### src/rtl/vram_scanout.sv
// Raster scan-out stage: timing counters, linear framebuffer read addressing,
// and a 3-clock aligned pixel/sync/blank output pipeline.
module vram_scanout #(
  parameter int H_ACTIVE = 320,
  parameter int H_FP     = 8,
  parameter int H_SYNC   = 32,
  parameter int H_BP     = 40,
  parameter int V_ACTIVE = 240,
  parameter int V_FP     = 3,
  parameter int V_SYNC   = 4,
  parameter int V_BP     = 15,
  parameter int ADDR_W   = 17,
  parameter int PIXEL_W  = 8
) (
  input  logic               clk_sys,
  input  logic               reset,
  input  logic [ADDR_W-1:0]  fb_base,
  output logic [ADDR_W-1:0]  ram_addr,
  input  logic [PIXEL_W-1:0] ram_q,
  output logic [PIXEL_W-1:0] pixel,
  output logic               hsync,
  output logic               vsync,
  output logic               hblank,
  output logic               vblank,
  output logic               de,
  output logic               frame_start
);

  localparam int H_TOTAL = H_ACTIVE + H_FP + H_SYNC + H_BP;
  localparam int V_TOTAL = V_ACTIVE + V_FP + V_SYNC + V_BP;
  localparam int HW = $clog2(H_TOTAL);
  localparam int VW = $clog2(V_TOTAL);

  logic [HW-1:0]     hcnt;
  logic [VW-1:0]     vcnt;
  logic [ADDR_W-1:0] row_base;

  logic h_last, v_last;
  logic act0, hs0, vs0, hb0, vb0, fs0;

  logic act_d1, hs_d1, vs_d1, hb_d1, vb_d1, fs_d1;
  logic act_d2, hs_d2, vs_d2, hb_d2, vb_d2, fs_d2;

  always_comb begin
    h_last = (hcnt == HW'(H_TOTAL - 1));
    v_last = (vcnt == VW'(V_TOTAL - 1));
    hb0    = ~(hcnt < HW'(H_ACTIVE));
    vb0    = ~(vcnt < VW'(V_ACTIVE));
    act0   = ~hb0 & ~vb0;
    hs0    = (hcnt >= HW'(H_ACTIVE + H_FP)) && (hcnt < HW'(H_ACTIVE + H_FP + H_SYNC));
    vs0    = (vcnt >= VW'(V_ACTIVE + V_FP)) && (vcnt < VW'(V_ACTIVE + V_FP + V_SYNC));
    fs0    = (hcnt == '0) && (vcnt == '0);
  end

  // Raster counters and row base; fb_base is only taken at the frame wrap so
  // a mid-frame buffer flip never tears the picture.
  always_ff @(posedge clk_sys) begin
    if (reset) begin
      hcnt     <= '0;
      vcnt     <= '0;
      row_base <= fb_base;
    end else if (h_last) begin
      hcnt <= '0;
      if (v_last) begin
        vcnt     <= '0;
        row_base <= fb_base;
      end else begin
        vcnt     <= vcnt + VW'(1);
        row_base <= row_base + ADDR_W'(H_ACTIVE);
      end
    end else begin
      hcnt <= hcnt + HW'(1);
    end
  end

  // Stage 1: RAM address plus flag delay; the address holds during blanking.
  always_ff @(posedge clk_sys) begin
    if (reset) begin
      ram_addr <= '0;
      act_d1   <= 1'b0;
      hs_d1    <= 1'b0;
      vs_d1    <= 1'b0;
      hb_d1    <= 1'b1;
      vb_d1    <= 1'b1;
      fs_d1    <= 1'b0;
    end else begin
      if (act0) ram_addr <= row_base + ADDR_W'(hcnt);
      act_d1 <= act0;
      hs_d1  <= hs0;
      vs_d1  <= vs0;
      hb_d1  <= hb0;
      vb_d1  <= vb0;
      fs_d1  <= fs0;
    end
  end

  // Stage 2 flags line up with ram_q; stage 3 registers everything to the pins.
  always_ff @(posedge clk_sys) begin
    if (reset) begin
      act_d2      <= 1'b0;
      hs_d2       <= 1'b0;
      vs_d2       <= 1'b0;
      hb_d2       <= 1'b1;
      vb_d2       <= 1'b1;
      fs_d2       <= 1'b0;
      pixel       <= '0;
      hsync       <= 1'b0;
      vsync       <= 1'b0;
      hblank      <= 1'b1;
      vblank      <= 1'b1;
      de          <= 1'b0;
      frame_start <= 1'b0;
    end else begin
      act_d2      <= act_d1;
      hs_d2       <= hs_d1;
      vs_d2       <= vs_d1;
      hb_d2       <= hb_d1;
      vb_d2       <= vb_d1;
      fs_d2       <= fs_d1;
      pixel       <= act_d2 ? ram_q : '0;
      hsync       <= hs_d2;
      vsync       <= vs_d2;
      hblank      <= hb_d2;
      vblank      <= vb_d2;
      de          <= act_d2;
      frame_start <= fs_d2;
    end
  end

endmodule
### config.mk
export PLATFORM = sky130hd
export DESIGN_NAME = vram_scanout
export DESIGN_NICKNAME = d
export VERILOG_FILES = /design/src/rtl/vram_scanout.sv
export SDC_FILE = /design/constraint.sdc
export NUM_CORES = 1
export LEC_CHECK = 0
export CAP_MARGIN = 15
export CORE_ASPECT_RATIO = 1.5
export CORE_MARGIN = 2
export CORE_UTILIZATION = 53
export CTS_CLUSTER_SIZE = 8
export DETAILED_ROUTE_END_ITERATION = 12
export PLACE_DENSITY_LB_ADDON = 0.3
export SYNTH_ARGS = -nofsm -noshare
export SYNTH_HDL_FRONTEND = slang
export SYNTH_SLANG_ARGS = --single-unit
### constraint.sdc
create_clock -name clk_sys -period 2.4 [get_ports clk_sys]
set_input_delay 0.36 -clock clk_sys [delete_from_list [all_inputs] [get_ports clk_sys]]
set_output_delay 0.36 -clock clk_sys [all_outputs]
set_load 0.005 [all_outputs]
==> impl_results.md, run 1 <==
- Cells after Synth: 381
- Drt initial violations: 190
- Clk_lat worst skew: 360 ps
- CTS tree: done
- Synth Area per Inst: 9.484 um2
- Startpoint Class: flop
- Routed vias: 3010
- Fraction of registers with async set/reset: 0
- Post-synth EDFFs: 17
- Worst path slowest cell: fa_1
- Most frequent cell after synthesis: dfxtp_1
- # DRC: 0
- Die Wd: 71.42 um
- FP Rows: 36
- F_max: 0.4409 GHz
- Mapped cell area: 0.003613 mm2
- Drt total wl: 7.908 mm
- Die ar.: 0.007508 mm2
- Setup TNS: 0 ps
- Global-route wire length before repair: 13.10 mm
- Initial core utilization: 0.5533
- Root Buffer: clkbuf_8
- Finish-stage setup viols: 0
- Number of global-route vias before repair: 2926
- Crit path time final: 2268 ps
- H-tree depth: 3
- Post-synth cell types: 50
- Worst path max stage delay: 420 ps
- PostCTS Resize Cnt: 0
- DR vias/cell: 5.712
- Syn Nets: 424
- Top post-synthesis cells by count: 61 x dfxtp_1, 42 x nand2_1, 36 x nor2_1
- Port bufs: 57
- Critical path's top delay family: adder cells
- Post-synth top area cell: dfxtp_1
- Final net count: 489
- Ys flop type: dfxtp_1
- Area growth syn-to-layout: 23.23%
- Routed Antenna Nets: 0
- Top post-synthesis cells by area: dfxtp_1 34%, edfxtp_1 14%, ha_1 5.2%
- Drt first pass iters: 4
- Post-synthesis sequential element count: 78
- Lkg Pwr: 1.745 nW
- Gpl congestion: 0.8768
- CP Data Required Time: 2700 ps
- Total CTS buffers: 9
- Final hold vios: 0
- Seq/Total Area, Yosys: 0.4792
- Overall Global Routing Usage: 0.2217
- Power Density: 607.8 mW/mm2
- Hpwl dp: 5.830 mm
- Clk slew on worst S/H paths: 80 ps
- Max cap viols: 0
- Worst slew pin tran: 549.7 ps
- # Post-CTS Setup Buffers: 0
- Gr ovfl total: 0
- Crit-path cells: ha_1 > fa_1 > a21o_1 > and3_1 > o2111a_1 > or3_1 > nand3_1
- Worst VDD drop: 0.4029 mV
- Hold-fix buffers, CTS: 0
- Slew Limit Fails: 0
- CP Data Arrival Time: 2570 ps
- Worst-path fanout max: 8
- Ant. Diodes: 0
- Initial antenna violation count: 0
- Relative slew slack: 0.6328
- Clock sink count: 78
- Clock skew: 10.79 ps
- Final Cycle Share: 0.9451
- RSZ-0062 raised after global routing: false
- Min-Delay Path Class: flop to flop
- Placeable Area: 0.006531 mm2
- Layout cell share with drive strength beyond 1: 0.08426
- CP Class: flop to flop
- Largest net degree at the start of global routing: 28
- CP bufs+invs: 0
- Hold Slack: 415.3 ps
- Io pins: 58
- Worst setup EP type: flop
- Outcome: complete, no violations
- Post-synth top area share: 0.3380
- Routed len/inst: 15.01 um
- CTS Buffer Depth: 2
- Die H: 105.1 um
- YS warnings: 0
[sequential cells by signal, indices dropped and copies added (netlist names), 8 cells and up]
register / flops
hcnt: 9
ram_addr: 17
vcnt: 9
row_base: 17
pixel: 8
[path summary, 6_finish.rpt]
kind / endpoint / depth (start not counted) / slack [ps] / startpoint
max: ram_addr[16] / 7 / 130 / hcnt[0]
min reg2reg: hblank / 1 / 420 / hb_d2
max reg2reg: ram_addr[16] / 7 / 130 / hcnt[0]
min: hblank / 1 / 420 / hb_d2
[per-layer routing]
layer  global-route usage  vias to the layer above  routed length, um
li1                     -                     1476                  -
met1               0.2345                     1393               3015
met2               0.3862                      110               4021
met3              0.04436                       31                430
met4               0.1469                        0                440
met5                    0                        -                  0
[report_power, final]
group | internal (mW) | leakage [nW] | switching (mW) | total [mW]
Combinational | 0.188 | 0.983 | 0.147 | 0.336
Sequential | 1.42 | 0.668 | 0.0522 | 1.47
Clock | 0.388 | 0.0948 | 0.515 | 0.902
Total | 1.99 | 1.75 | 0.714 | 2.71
[logic make-up after synthesis]
logic type      after synthesis  synth area share
buf+inv                      24           0.03532
xor+xnor                     26           0.06302
fa+ha+maj                    16           0.05748
compound gates               68            0.1243
flops                        78            0.4792
simple gates                169            0.2407
[metrics by stage]
stage | power [mW] | util | std cells | setup slack, ps | instance area, um2
6_report | 2.706 | 0.6818 | 527 | 131.8 | 4453
5_1_grt | 2.825 | 0.6818 | 527 | 57.70 | 4453
3_5_place_dp | 1.832 | 0.6546 | 511 | 175.7 | 4275
2_1_floorplan | 1.664 | - | 381 | 267.6 | 3613
4_1_cts | 2.730 | 0.6818 | 527 | 144.8 | 4453
3_3_place_gp | 1.824 | 0.6546 | 511 | 211.3 | 4275
[layout make-up]
cell class	count	area, um2
fillers	542	2078
well taps	76	95.09
clock inverters	7	53.80
flip-flops and latches	78	1732
multi-input cells	279	1754
repair buffers	69	660.6
inverters	9	33.78
clock buffers	9	123.9
[cells in the final DEF (no fill, tap or decap), types with 5 or more instances in the layout]
cell type / instances
buf_4: 12
a211oi_1: 6
nand3_1: 16
nor2b_1: 8
nor3_1: 7
and2_1: 16
ha_1: 15
o211ai_1: 7
nand2_1: 42
edfxtp_1: 17
clkbuf_8: 9
clkdlybuf4s50_1: 57
a21oi_1: 15
nand4_1: 5
nor2_1: 36
and3_1: 6
o21ai_0: 20
xor2_1: 12
xnor2_1: 14
or3_1: 5
dfxtp_1: 61
nor4_1: 7
inv_1: 8
Note: power is estimated with default switching activity, not from simulation.
==> inputs of run 2 (changes only) <==
Settings changed: CORE_UTILIZATION 53 to 35.
==> run 2 against run 1 <==
Net effect:
- flip-flop and latch count did not move
- final area rose by 4.0%
- combinational power about the same
- first-iteration DRC count shrank 26%
- clock-buffer cell count is 3 higher
- register-to-register slack gained 40 ps
- sequential power about the same
- total power grew 13%
==> impl_results.md, run 2 (synthesis gave the netlist of run 1 again) <==
- Die H: 128.4 um (+22%)
- Total CTS buffers: 9 (unchanged)
- M1 WL: 3.239 mm (+7.4%)
- Total Power: 3.064 mW (+13%)
- Initial antenna violation count: 0 (unchanged)
- Final hold vios: 0 (unchanged)
- Fin util: 0.4596 (-0.2222)
- Cell Count Post-Placement: 556 (+8.8%)
- Number of global-route vias before repair: 2843 (-2.8%)
- Hpwl dp: 5.946 mm (+2.0%)
- Routed vias: 2922 (-2.9%)
- Largest net degree at the start of global routing: 21 (-25%)
- Gpl congestion: 0.8030 (-8.4%)
- Final Cycle Share: 0.9293 (-0.01582)
- CP Data Arrival Time: 2500 ps (-70 ps)
- P_sw: 0.7044 mW (-1.3%)
- FP Rows: 45 (+25%)
- DR WL met2: 4.042 mm (+0.52%)
- RSZ-0062 raised after global routing: false
- Relative slew slack: 0.6067 (-0.02604)
- Worst-path fanout max: 8 (unchanged)
- Hold Slack: 408.6 ps (-6.714 ps)
- Initial core utilization: 0.3585 (-0.1947)
- CP Class: flop to flop
- Global-route wire length before repair: 13.53 mm (+3.3%)
- Root Buffer: clkbuf_16
- Area growth syn-to-layout: 28.19%
- Switching Share: 0.2299 (-0.03392)
- Io pins: 58 (unchanged)
- Worst setup EP type: flop
- Most frequent cells in the layout: 61 x dfxtp_1, 57 x clkdlybuf4s50_1, 42 x nand2_1, 36 x nor2_1, 20 x o21ai_0
- Clock skew: 6.465 ps (-4.323 ps)
- CTS tree: done
- Ant. Diodes: 0 (unchanged)
- Combinational share of power: 0.109 (-0.015)
- Drt first pass iters: 4 (unchanged)
- Die Wd: 86.96 um (+22%)
- Die ar.: 0.01117 mm2 (+49%)
- Most common cell after layout, fill and taps aside: dfxtp_1
- CP Data Required Time: 2670 ps (-30 ps)
- Wire length on met3: 377 um (-12%)
- Internal power: 2.360 mW (+18%)
- Setup TNS: 0 ps (unchanged)
- Clock share of power: 0.411 (+0.078)
- Startpoint Class: flop
- DR top layer: met4
- Final Non-Filler Cells: 571 (+8.3%)
- Worst VDD drop: 0.4121 mV (+2.3%)
- Regs by FF count: ram_addr (17), row_base (17)
- Overall Global Routing Usage: 0.1555 (-0.06624)
- Layout cell share with drive strength beyond 1: 0.09031 (+0.006051)
- Routed len/inst: 13.71 um (-8.6%)
- Port bufs: 57 (unchanged)
- Drt total wl: 7.829 mm (-1.0%)
- Gr ovfl total: 0 (unchanged)
- # DRC: 0 (unchanged)
- Slew Limit Fails: 0 (unchanged)
- Worst slew pin tran: 588.9 ps (+39.25 ps)
- Register share of total power: 0.480 (-0.063)
- Drt initial violations: 141 (-26%)
- Final net count: 493 (+0.82%)
- Outcome: complete, no violations
- Power Density: 661.5 mW/mm2 (+8.8%)
- H-tree depth: 3 (unchanged)
- Clk_lat worst skew: 330 ps (-30 ps)
- Placeable Area: 0.01008 mm2 (+54%)
- F_max: 0.4484 GHz (+1.7%)
- Clock sink count: 78 (unchanged)
- Routed Antenna Nets: 0 (unchanged)
- DR vias/cell: 5.117 (-10%)
- CTS Buffer Depth: 2 (unchanged)
- Min-Delay Path Class: flop to flop
- Clk slew on worst S/H paths: 60 ps (-20 ps)
- Lkg Pwr: 1.803 nW (+3.3%)
- Finish-stage setup viols: 0 (unchanged)
- Crit path time final: 2230 ps (-37.96 ps)
- Max cap viols: 0 (unchanged)
run 2: changes by cell type in the layout (fill, tap and decap cells not counted), sizes merged:
cell and delta:
inv -2, buf +4, clkinv -2, clkbuf +3
run 2: per-layer routing:
metal | up-vias | global-route usage
li1 | 1483 | -
met2 | 71 | 0.2654
met5 | - | 0
met3 | 13 | 0.04554
met1 | 1355 | 0.1785
met4 | 0 | 0.06710
run 2: final cells by class:
| class | instances | area, um2 |
|---|---|---|
| clock buffers | 12 | 256.5 |
| clock inverters | 3 | 17.52 |
| well taps | 117 | 146.4 |
| inverters | 9 | 33.78 |
| fillers | 976 | 5446 |
| flip-flops and latches | 78 | 1732 |
| repair buffers | 73 | 690.7 |
| multi-input cells | 279 | 1755 |
run 2: worst paths after layout:
| check | startpoint | endpoint | slack (ps) | cells past startpoint |
|---|---|---|---|---|
| max | row_base[0] | ram_addr[16] | 170 | 7 |
| max reg2reg | row_base[0] | ram_addr[16] | 170 | 7 |
| min reg2reg | hb_d2 | hblank | 410 | 1 |
| min | hb_d2 | hblank | 410 | 1 |
run 2: what timing repair did:
action	4_1_cts	5_1_grt
setup buffers	0	0
setup endpoints to repair	0	1
gates resized for setup	0	1
endpoints found under the hold margin	0	0
hold buffers	0	0
run 2: metrics by stage:
| step | setup WS (ps) | cell area [um2] |
|---|---|---|
| 5_1_grt | 0.7243 | 4632 |
| 3_5_place_dp | 133.5 | 4357 |
| 4_1_cts | 123.6 | 4631 |
| 2_1_floorplan | 267.6 | 3613 |
| 3_3_place_gp | 204.7 | 4357 |
| 6_report | 169.8 | 4632 |
run 2: power by group through the flow:
stage / combinational (mW) / sequential [mW] / clock (mW)
after global routing: 0.374 / 1.48 / 1.36
after floorplan: 0.176 / 1.49 / 0
after global placement: 0.332 / 1.50 / 0
final: 0.334 / 1.47 / 1.26
after detailed placement: 0.336 / 1.50 / 0
after CTS: 0.339 / 1.47 / 1.30
run 2: worst max-delay path: stages (launching register included):
cell and delay [ps]:
edfxtp_1 370, ha_1 230, fa_1 420, a21o_1 190
and3_1 210, o2111a_2 320, or3_1 360, nand3_1 80
